$ cat src/rtl/pulse_launch_pkg.sv
// rtl/pulse_launch_pkg.sv - shared types for the cross-domain pulse launcher
package pulse_launch_pkg;

  typedef enum logic [1:0] {
    IDLE    = 2'd0,
    HOLD    = 2'd1,
    RELEASE = 2'd2
  } launch_state_t;

endpackage

$ cat src/rtl/sync_2ff.sv
// rtl/sync_2ff.sv - two-flop level synchronizer with async active-low clear
module sync_2ff (
  input  logic clk,
  input  logic rst_n,
  input  logic d_i,
  output logic q_o
);

  logic meta_q;
  logic sync_q;

  always_ff @(posedge clk or negedge rst_n) begin
    if (!rst_n) begin
      meta_q <= 1'b0;
      sync_q <= 1'b0;
    end else begin
      meta_q <= d_i;
      sync_q <= meta_q;
    end
  end

  assign q_o = sync_q;

endmodule

$ cat src/rtl/pulse_launch.sv
// rtl/pulse_launch.sv - turns local event pulses into a four-phase request level
module pulse_launch
  import pulse_launch_pkg::*;
#(
  parameter int MIN_HIGH    = 4,
  parameter int ACK_TIMEOUT = 1023,
  parameter int PEND_W      = 4
) (
  input  logic              clk,
  input  logic              rst_n,
  input  logic              pulse_in,
  input  logic              ack_async,
  output logic              req_out,
  output logic              busy,
  output logic [PEND_W-1:0] pending,
  output logic              overflow,
  output logic              timeout
);

  localparam int CNT_W = $clog2(ACK_TIMEOUT + 1);
  localparam logic [CNT_W-1:0]  MIN_CNT  = CNT_W'(MIN_HIGH - 1);
  localparam logic [CNT_W-1:0]  TMO_CNT  = CNT_W'(ACK_TIMEOUT - 1);
  localparam logic [PEND_W-1:0] PEND_MAX = {PEND_W{1'b1}};

  launch_state_t     state_q, state_d;
  logic [CNT_W-1:0]  cnt_q, cnt_d;
  logic [PEND_W-1:0] pend_q, pend_d;
  logic              req_q, busy_q;
  logic              timeout_q, timeout_d;
  logic              ack_sync;
  logic              launch, pend_inc, pend_dec;

  sync_2ff u_ack_sync (
    .clk   (clk),
    .rst_n (rst_n),
    .d_i   (ack_async),
    .q_o   (ack_sync)
  );

  // A launch with an empty queue consumes pulse_in directly; otherwise the queue feeds it.
  assign launch   = (state_q == IDLE) && (pulse_in || (pend_q != '0)) && !ack_sync;
  assign pend_dec = launch && (pend_q != '0);
  assign pend_inc = pulse_in && !(launch && (pend_q == '0));
  assign overflow = pend_inc && !pend_dec && (pend_q == PEND_MAX);

  always_comb begin
    pend_d = pend_q;
    if (pend_inc && !pend_dec && (pend_q != PEND_MAX)) begin
      pend_d = pend_q + 1'b1;
    end else if (pend_dec && !pend_inc) begin
      pend_d = pend_q - 1'b1;
    end
  end

  always_comb begin
    state_d   = state_q;
    cnt_d     = cnt_q;
    timeout_d = 1'b0;
    case (state_q)
      IDLE: begin
        if (launch) begin
          state_d = HOLD;
          cnt_d   = '0;
        end
      end
      HOLD: begin
        if (ack_sync && (cnt_q >= MIN_CNT)) begin
          state_d = RELEASE;
          cnt_d   = '0;
        end else if (cnt_q == TMO_CNT) begin
          state_d   = RELEASE;
          cnt_d     = '0;
          timeout_d = 1'b1;
        end else begin
          cnt_d = cnt_q + 1'b1;
        end
      end
      RELEASE: begin
        // Count saturates at the minimum; a stuck-high ack simply parks us here.
        if (!ack_sync && (cnt_q >= MIN_CNT)) begin
          state_d = IDLE;
        end else if (cnt_q < MIN_CNT) begin
          cnt_d = cnt_q + 1'b1;
        end
      end
      default: begin
        state_d = IDLE;
        cnt_d   = '0;
      end
    endcase
  end

  always_ff @(posedge clk or negedge rst_n) begin
    if (!rst_n) begin
      state_q   <= IDLE;
      cnt_q     <= '0;
      pend_q    <= '0;
      req_q     <= 1'b0;
      busy_q    <= 1'b0;
      timeout_q <= 1'b0;
    end else begin
      state_q   <= state_d;
      cnt_q     <= cnt_d;
      pend_q    <= pend_d;
      req_q     <= (state_d == HOLD);
      busy_q    <= (state_d != IDLE);
      timeout_q <= timeout_d;
    end
  end

  assign req_out = req_q;
  assign busy    = busy_q;
  assign pending = pend_q;
  assign timeout = timeout_q;

endmodule

$ cat config.mk
export PLATFORM = sky130hd
export DESIGN_NAME = pulse_launch
export DESIGN_NICKNAME = d
export VERILOG_FILES = /design/src/rtl/pulse_launch_pkg.sv /design/src/rtl/sync_2ff.sv /design/src/rtl/pulse_launch.sv
export SDC_FILE = /design/constraint.sdc
export NUM_CORES = 1
export LEC_CHECK = 0
export CAP_MARGIN = 20
export CORE_ASPECT_RATIO = 0.6
export CORE_MARGIN = 2
export CORE_UTILIZATION = 35
export CTS_BUF_LIST = sky130_fd_sc_hd__clkbuf_8 sky130_fd_sc_hd__clkbuf_16
export CTS_CLUSTER_DIAMETER = 30
export DETAILED_ROUTE_END_ITERATION = 10
export PLACE_DENSITY_LB_ADDON = 0.08
export SYNTH_ARGS = -nofsm -noshare
export SYNTH_HDL_FRONTEND = slang
export SYNTH_SLANG_ARGS = --single-unit
$ cat constraint.sdc
create_clock -name clk -period 2.25 [get_ports clk]
set_input_delay 0.3375 -clock clk [delete_from_list [all_inputs] [get_ports clk]]
set_output_delay 0.3375 -clock clk [all_outputs]
set_load 0.01 [all_outputs]
# Word-level counts from Yosys, hierarchy flattened
# Index checks and enable logic that the tools add are counted.
dict set report op_classes {
  addsub 3
  order_cmp 2
  n_eq_ne 9
  n_mux 16
  reduce_logical 22
}
# cell n
set ops {}
lappend ops {{$mux 10} 5}
lappend ops {{$pmux 10 s3} 1}
lappend ops {{$logic_and 1x1->1} 11}
lappend ops {{$add 10x1->10 const B} 1}
lappend ops {{$eq 10x10->1 const B} 1}
lappend ops {{$ge 10x2->1 const B} 1}
lappend ops {{$lt 10x2->1 const B} 1}
lappend ops {{$mux 2} 4}
lappend ops {{$mux 4} 2}
lappend ops {{$ne 2x2->1 const B} 3}
lappend ops {{$pmux 2 s3} 1}
lappend ops {{$add 4x1->4 const B} 1}
lappend ops {{$eq 2x1->1 const B} 2}
lappend ops {{$eq 4x4->1 const B} 1}
lappend ops {{$logic_not 1->1} 4}
lappend ops {{$logic_not 4->1} 1}
lappend ops {{$ne 4x4->1 const B} 1}
lappend ops {{$reduce_bool 2->1} 2}
lappend ops {{$reduce_bool 4->1} 1}
lappend ops {{$sub 4x1->4 const B} 1}
lappend ops {{$mux 1} 3}
lappend ops {{$reduce_and 3->1} 1}
lappend ops {{$eq 2x2->1 const B} 1}
lappend ops {{$logic_not 2->1} 1}
lappend ops {{$logic_or 1x1->1} 1}
dict set report totals {
  regBits 21
  input_bits 4
  elab_cells 60
}

# Depth between registers and ports, before layout
# Gate-level depths: netlist of the first run.
dict set report depth {
  ltp_word 11
  ltp_mapped 9
  depth_no_buf 9
}

# Modules after synthesis
# From an unflattened synthesis of the first run, not the netlist that was laid out.
dict set report unflattened {
  cells_unflattened 129
  hier_area_um2 1328.8
}
# module instances cells_each area_per_inst_um2
set by_module_without_submodules {}
lappend by_module_without_submodules {pulse_launch 1 127 1278.7}
lappend by_module_without_submodules {sync_2ff 1 2 50.0}

# Worst setup path before layout of the first run
# No wires, ideal clock.
dict set report synth_path {
  path_kind {register to register}
  start {reg state_q[1]}
  end {reg pend_q[3], in the netlist pending[3]}
  setup_ps 79
  arrival_time_ps 1964
  t_required_ps 2171
  path_slack_ps 207
  stages_incl_launch_ff 10
  period_less_slack_ps 2043
  cell_sequence {dfrtp_1 -> inv_1 -> ha_1 -> nand2b_1 -> nand3_1 -> ha_1 -> a21o_1 -> a21oi_1 -> mux2i_1 -> xor2_1}
}
dict set report synth_between {
  elab_chain_cells 9
  elab_cells_between_ends 14
  cone_classes {mux (1); reduce/logical (13)}
}
# element line_no
set synth_lines {}
lappend synth_lines {{from (decl)} pulse_launch.sv:25} ;# launch_state_t state_q, state_d;
lappend synth_lines {{from (signal assigned)} pulse_launch.sv:102} ;# state_q <= state_d;
lappend synth_lines {{$logic_not 2->1 *} pulse_launch.sv:41} ;# assign launch = (state_q == IDLE) && (pulse_in || (pend_q != '0)) && !ack_sync;
lappend synth_lines {{$logic_and 1x1->1 * (2 in a row)} pulse_launch.sv:41}
lappend synth_lines {{$logic_and 1x1->1} pulse_launch.sv:43} ;# assign pend_inc = pulse_in && !(launch && (pend_q == '0));
lappend synth_lines {{$logic_not 1->1} pulse_launch.sv:43}
lappend synth_lines {{$logic_and 1x1->1} pulse_launch.sv:43}
lappend synth_lines {{$logic_and 1x1->1 or $logic_not 1->1 (tied branches)} {pulse_launch.sv:48, pulse_launch.sv:50}}
lappend synth_lines {{$logic_and 1x1->1, on equally long branches} {pulse_launch.sv:48, pulse_launch.sv:50}}
lappend synth_lines {{$mux 4 or $reduce_bool 2->1 (tied branches)} --}
lappend synth_lines {{to (signal assigned)} pulse_launch.sv:104} ;# pend_q <= pend_d;
lappend synth_lines {{to (decl)} pulse_launch.sv:27} ;# logic [PEND_W-1:0] pend_q, pend_d;
# Every way passes the cells marked *; elsewhere a longest branch is shown, timed or not.
# A chain may end at the register's enable or synchronous reset.

# Worst setup path in the final report of the first run
dict set report layout_path {
  start {reg state_q[1]}
  end {out overflow}
}
dict set report layout_between {
  elab_chain_cells 8
  elab_cells_between_ends 10
  cone_classes {reduce/logical (10)}
}
# element line_no
set layout_lines {}
lappend layout_lines {{$logic_not 2->1 *} pulse_launch.sv:41}
lappend layout_lines {{$logic_and 1x1->1 * (2 in a row)} pulse_launch.sv:41}
lappend layout_lines {{$logic_and 1x1->1} pulse_launch.sv:43}
lappend layout_lines {{$logic_not 1->1} pulse_launch.sv:43}
lappend layout_lines {{$logic_and 1x1->1} pulse_launch.sv:43}
lappend layout_lines {{$logic_and 1x1->1 * (2 in a row)} pulse_launch.sv:44} ;# assign overflow = pend_inc && !pend_dec && (pend_q == PEND_MAX);
lappend layout_lines {{to (decl)} pulse_launch.sv:16} ;# output logic overflow,
# Marked as above.

==> results.toml, run 1 <==
[sta]
tightest_slew_ns = 0.5005
slew_violations = 0
finalSetupViolCount = 0
hold_violations = 0
slew_headroom_pct = 66.27
fin_ws_ns = 0.1183
tns_ns = 0
finClkSkew_ns = 0.003189
rsz0062_at_grt = "no"
min_period_over_period_pct = 94.74
period_minus_slack_ns = 2.132
fmax_ghz = 0.4691

[layout]
final_area_sq_um = 1623
drive_gt1_share_pct = 17.20
fin_util_pct = 43.85
fillers = 369
n_antenna_cell = 0
syn2layout_area_growth_pct = 19.65
nets = 171

[synthesis]
synth_area_sq_um = 1356
netlist_instances = 137
ys_ff_latch = 21
synth.top_cell.area_share_pct = 38.75
ys_seq_area_share_pct = 38.75
synth.largest_area_cell = "dfrtp_1"
async_reset_ff_share_pct = 100.0
yosys_warnings = 0
synth.area.top_cells = "dfrtp_1 (39%), ha_1 (7.4%), nand3_1 (3.7%)"
synthFlopType = "dfrtp_1"
syn_nets = 150
synthDistinctLibCells = 47
syn_avg_cell_area_sq_um = 9.900
synth_edf_count = 0

[route]
drt_iter0_drc = 71
dr.pass1.iters = 4
route.detailed.drc = 0
antenna_left = 0
wl_per_cell_microns = 15.94
vias_per_cell = 5.466
wirelength_microns = 3251
via_count = 1115

[floorplanning]
row_count = 17
die_height_microns = 52.22
start_util_pct = 36.65
ios = 12
die_w_microns = 84.37
die_area_sq_um = 4406
core_area_sq_um = 3701

[power_and_ir_drop]
swShare_pct = 38.89
p_int_mw = 1.008
total_leakage_power_nw = 0.7060
switchingPower_mw = 0.6415
power.share.combinational_pct = 52.8
peakVddDrop_mv = 0.5017
power.density_nw_per_um2 = 1016
clkPwrFrac_pct = 15.5
p_seq_share_pct = 31.7

[run_status]
status = "complete, no violations"

[placed_design]
io_buffers = 11
place_hpwl_microns = 2505
routabilityCongestion = 0.9255
dp_slack_ns = 0.03096
place_area_sq_um = 1562

[clock_network]
cts_hold_buf = 0
cts_buffers = 3
clk_pin_slew_worst_paths_ns = 0.08
clock-root-buffer = "clkbuf_8"
clk_latency_ns = 0.27
htree_num_levels = 1
clkSinkCount = 21
cts_buffer_depth = 2
tritoncts = "done"

[worst_setup_path]
critPathSlowestCell = "clkdlybuf4s50_1"
slowest_delay_ns = 0.54
worst-path-max-fanout = 5
crit_family = "buffers and inverters"
path_cells = "inv_1, ha_1, nand2b_1, nand2_1, nor2_1, clkdlybuf4s50_1"
path_class = "flop to primary output"
worstPathBufferInverterCount = 2
setup.worst_path.start_class = "flop"
cp_data_arrival_time_ns = 1.79
cp-end-kind = "primary output"
cp.required_ns = 1.91

[grt]
grt_pass1_wl_microns = 5678
overflow = 0
antenna_found_initial = 0
grt_max_degree = 22
track_usage_pct = 17.16
grt_pass1_vias = 1059

[worst_hold_path]
min_path_type = "flop to flop"

[run]
cap_violations = 0
[logic make-up after synthesis]
logic type / Yosys count / synth area share, %
simple gates: 50 / 21.77
buf+inv: 14 / 5.350
xor+xnor: 3 / 1.938
flops: 21 / 38.75
compound gates: 37 / 20.94
mux: 3 / 2.398
fa+ha+maj: 9 / 8.856
[power by group through the flow]
stage	sequential, mW	combinational (mW)	clock [mW]
2_1_floorplan	0.577	0.470	0
3_3_place_gp	0.530	0.850	0
3_5_place_dp	0.530	0.865	0
4_1_cts	0.522	0.872	0.264
5_1_grt	0.537	0.967	0.283
6_report	0.523	0.871	0.256
[per-layer routing]
layer  wire [microns]  GRT usage [%]  part of all wire, %  vias to the layer above
li1                 -              -                    -                      549
met1             1807          26.57                   56                      544
met2             1265          23.81                   39                       20
met3              163          4.567                  5.0                        2
met4               14          3.175                 0.43                        0
met5                0              0                    0                        -
[through the flow]
step                      hold WS (ns)  instances  total power, mW
after floorplan                0.04191        137            1.047
after global placement          0.3447        200            1.380
after detailed placement        0.3471        200            1.395
after CTS                       0.3667        204            1.658
after global routing            0.3832        204            1.787
final                           0.3659        204            1.650
[sequential cells by signal, indices dropped and copies added (netlist names)]
signal             count
busy                   1
u_ack_sync.meta_q      1
req_out                1
cnt_q                 10
timeout                1
pending                4
state_q                2
u_ack_sync.q_o         1
[cell type report]
type	instances	area, sq um	share of cell area, %
sequential	21	525.5	32.38
timing repair buffer	21	185.2	11.41
clock inverter	1	3.754	0.2313
inverter	9	33.78	2.082
clock buffer	3	41.29	2.544
multi-input combinational	102	774.5	47.73
tap	47	58.81	3.624
[worst reg2reg max path, stage by stage (launching register included)]
cell	delay, ns
dfrtp_1	0.42
inv_1	0.08
ha_1	0.20
nand2b_1	0.14
nand3_1	0.12
ha_1	0.30
a21o_1	0.18
a21oi_1	0.19
mux2i_1	0.25
xor2_1	0.15
[layout by cell type, fill, tap and decap left out, types with 3 or more instances in the layout]
cell / synthesis / layout
nand2_1: 7 / 7
clkbuf_8: 0 / 3
nor2_1: 9 / 9
a21o_1: 3 / 3
buf_4: 1 / 10
and3_1: 3 / 3
dfrtp_1: 21 / 21
clkdlybuf4s50_1: 0 / 11
a22o_1: 3 / 3
a22oi_1: 3 / 3
o21ai_0: 3 / 3
o31ai_1: 4 / 4
inv_1: 9 / 10
a21oi_1: 5 / 5
ha_1: 8 / 7
nand4_1: 4 / 4
xor2_1: 3 / 3
nand3_1: 10 / 10
[cells in the mapped netlist (2+ instances only)]
master    number
a21boi_0       2
nand2_1        7
nor4_1         2
ha_1           8
mux2_2         2
nand2b_1       3
xor2_1         3
a22oi_1        3
o31ai_1        4
nor2_1         9
a21oi_1        5
nand4_1        4
a22o_1         3
a21o_1         3
and2_1         2
dfrtp_1       21
o21ai_0        3
and3_1         3
inv_1          9
o21ai_1        2
o41ai_2        2
nand3_1       10
or2_2          2
buf_6          2
[timing repair]
item | 4_1_cts | 5_1_grt
endpoints found under the setup margin | 0 | 10
setup buffers | 0 | 0
resized for setup | 0 | 4
[path summary, 6_finish.rpt]
path | slack, ns | start | depth (start not counted) | to
max | 0.12 | state_q[1] | 6 | overflow
min | 0.37 | u_ack_sync.meta_q | 0 | u_ack_sync.q_o
max reg2reg | 0.15 | state_q[1] | 9 | pending[3]
min reg2reg | 0.37 | u_ack_sync.meta_q | 0 | u_ack_sync.q_o
max in group asynchronous | 1.60 | rst_n | 2 | cnt_q[1]
min in group asynchronous | 0.41 | rst_n | 2 | busy
Note: power is estimated with default switching activity, not from simulation.
==> run 2: changes to the inputs <==
--- a/config.mk
+++ b/config.mk
@@ -6,6 +6,8 @@
 export NUM_CORES = 1
 export LEC_CHECK = 0
 export CAP_MARGIN = 20
+export CELL_PAD_IN_SITES_DETAIL_PLACEMENT = 1
+export CELL_PAD_IN_SITES_GLOBAL_PLACEMENT = 2
 export CORE_ASPECT_RATIO = 0.6
 export CORE_MARGIN = 2
 export CORE_UTILIZATION = 35
==> run 2 against run 1 <==
Against the previous run: die area unchanged; sequential cell count unchanged; clock skew increased by 0.0018 ns; worst hold slack got worse by 0.0076 ns; worst setup slack improved by 0.059 ns; core utilization increased by 0.14 points; first-iteration DRC count decreased by 44%; critical path type is now flop to flop; via count increased by 3.8%; cell count increased by 0.98%; clock power increased by 3%.
==> results.toml, run 2 (same netlist as run 1, synthesis figures left out) <==
[floorplanning]
die_height_microns = 52.22
row_count = 17
ios = 12
die_area_sq_um = 4406
start_util_pct = 36.65
die_w_microns = 84.37
core_area_sq_um = 3701

[power_and_ir_drop]
power.density_nw_per_um2 = 991.8
p_total_mw = 1.615
total_leakage_power_nw = 0.7309
peakVddDrop_mv = 0.5216

[layout]
layout_common_cells = "dfrtp_1 (21), buf_4 (12), nand3_1 (10), clkdlybuf4s50_1 (10)"
syn2layout_area_growth_pct = 20.02
largest_reg_flops = 10
final_area_sq_um = 1628
nets = 173
top_register = "cnt_q"
layout_commonest_cell = "dfrtp_1"
fillers = 433
n_antenna_cell = 0
drive_gt1_share_pct = 16.35
finalNonFillerCells = 206

[grt]
grt_pass1_vias = 1128
overflow = 0
grt_max_degree = 22
antenna_found_initial = 0
grt_pass1_wl_microns = 5775
track_usage_pct = 17.28

[clock_network]
clock-root-buffer = "clkbuf_8"
htree_num_levels = 1
tritoncts = "done"
cts_buffer_depth = 2
clk_latency_ns = 0.27
cts_hold_buf = 0
clkSinkCount = 21
clk_pin_slew_worst_paths_ns = 0.09
cts_buffers = 3

[route]
dr.pass1.iters = 4
wirelength_microns = 3365
route.detailed.drc = 0
wl_per_cell_microns = 16.33
antenna_left = 0
drt_iter0_drc = 40
vias_per_cell = 5.617
via_count = 1157

[worst_setup_path]
worstPathBufferInverterCount = 2
path_cells = "inv_1, ha_1, nand2b_1, nand3_1, buf_4, ha_1, a21oi_1, mux2i_1, xor2_1"
rrSetupSlack_ns = 0.18
cpMostUsedCell = "ha_1"
worst-path-max-fanout = 4
cp.required_ns = 2.44
path_class = "flop to flop"
crit_family = "adder cells"
cp_data_arrival_time_ns = 2.27
critPathSlowestCell = "dfrtp_1"
worstReg2RegEnd = "pending[3]"
slowest_delay_ns = 0.42
crit_start = "state_q[1]"
r2r_cells = 9
setup.worst_path.start_class = "flop"
cp-end-kind = "flop"
endpoint = "pending[3]"
reg2reg_from = "state_q[1]"
crit_cells = 9

[sta]
tightest_slew_ns = 0.4910
period_minus_slack_ns = 2.073
finClkSkew_ns = 0.004998
min_period_over_period_pct = 92.12
tns_ns = 0
finalSetupViolCount = 0
fmax_ghz = 0.4825
hold_violations = 0
fin_ws_ns = 0.1774
slew_headroom_pct = 66.91
slew_violations = 0

[run]
cap_violations = 0

[worst_hold_path]
min_path_type = "flop to flop"

[placed_design]
place_area_sq_um = 1569
io_buffers = 11
dp_cells = 201
routabilityCongestion = 0.7945
place_hpwl_microns = 2578
dp_slack_ns = 0.1530

[run_status]
status = "complete, no violations"
-- run 2: report_power, final --
group / total, mW / switching, mW / internal [mW]
clock: 0.263 / 0.138 / 0.125
sequential: 0.540 / 0.0781 / 0.462
combinational: 0.812 / 0.412 / 0.399
-- run 2: layout make-up --
class	count	area (sq um)	area share (%)
multi-input cells	102	758.2	46.58
flip-flops and latches	21	525.5	32.28
repair buffers	23	202.7	12.45
well taps	47	58.81	3.613
clock buffers	3	41.29	2.537
inverters	9	33.78	2.075
clock inverters	1	7.507	0.4612
-- run 2: timing repair --
action | in CTS | in global routing
endpoints found under the setup margin | 0 | 2
endpoints found under the hold margin | 0 | 0
gates resized for setup | 0 | 1
setup buffers | 0 | 1
-- run 2: worst min-delay path by stage --
stage                                  from             end  depth (start not counted)
final                     u_ack_sync.meta_q  u_ack_sync.q_o                          0
after global routing      u_ack_sync.meta_q  u_ack_sync.q_o                          0
after CTS                 u_ack_sync.meta_q  u_ack_sync.q_o                          0
after detailed placement  u_ack_sync.meta_q  u_ack_sync.q_o                          0
after global placement    u_ack_sync.meta_q  u_ack_sync.q_o                          0
after floorplan                       rst_n            busy                          0
-- run 2: routing by layer --
metal,GRT usage (%),wire length [microns],vias to the layer above
met5,0,0,-
met4,2.381,11,0
met3,4.252,195,2
met2,25.26,1358,22
met1,26.33,1799,578
li1,-,-,555
-- run 2: through the flow --
stage	hold WS (ns)	util (%)
2_1_floorplan	0.04191	-
3_3_place_gp	0.3337	42.39
3_5_place_dp	0.3410	42.39
4_1_cts	0.3618	43.71
5_1_grt	0.3713	43.98
6_report	0.3584	43.98
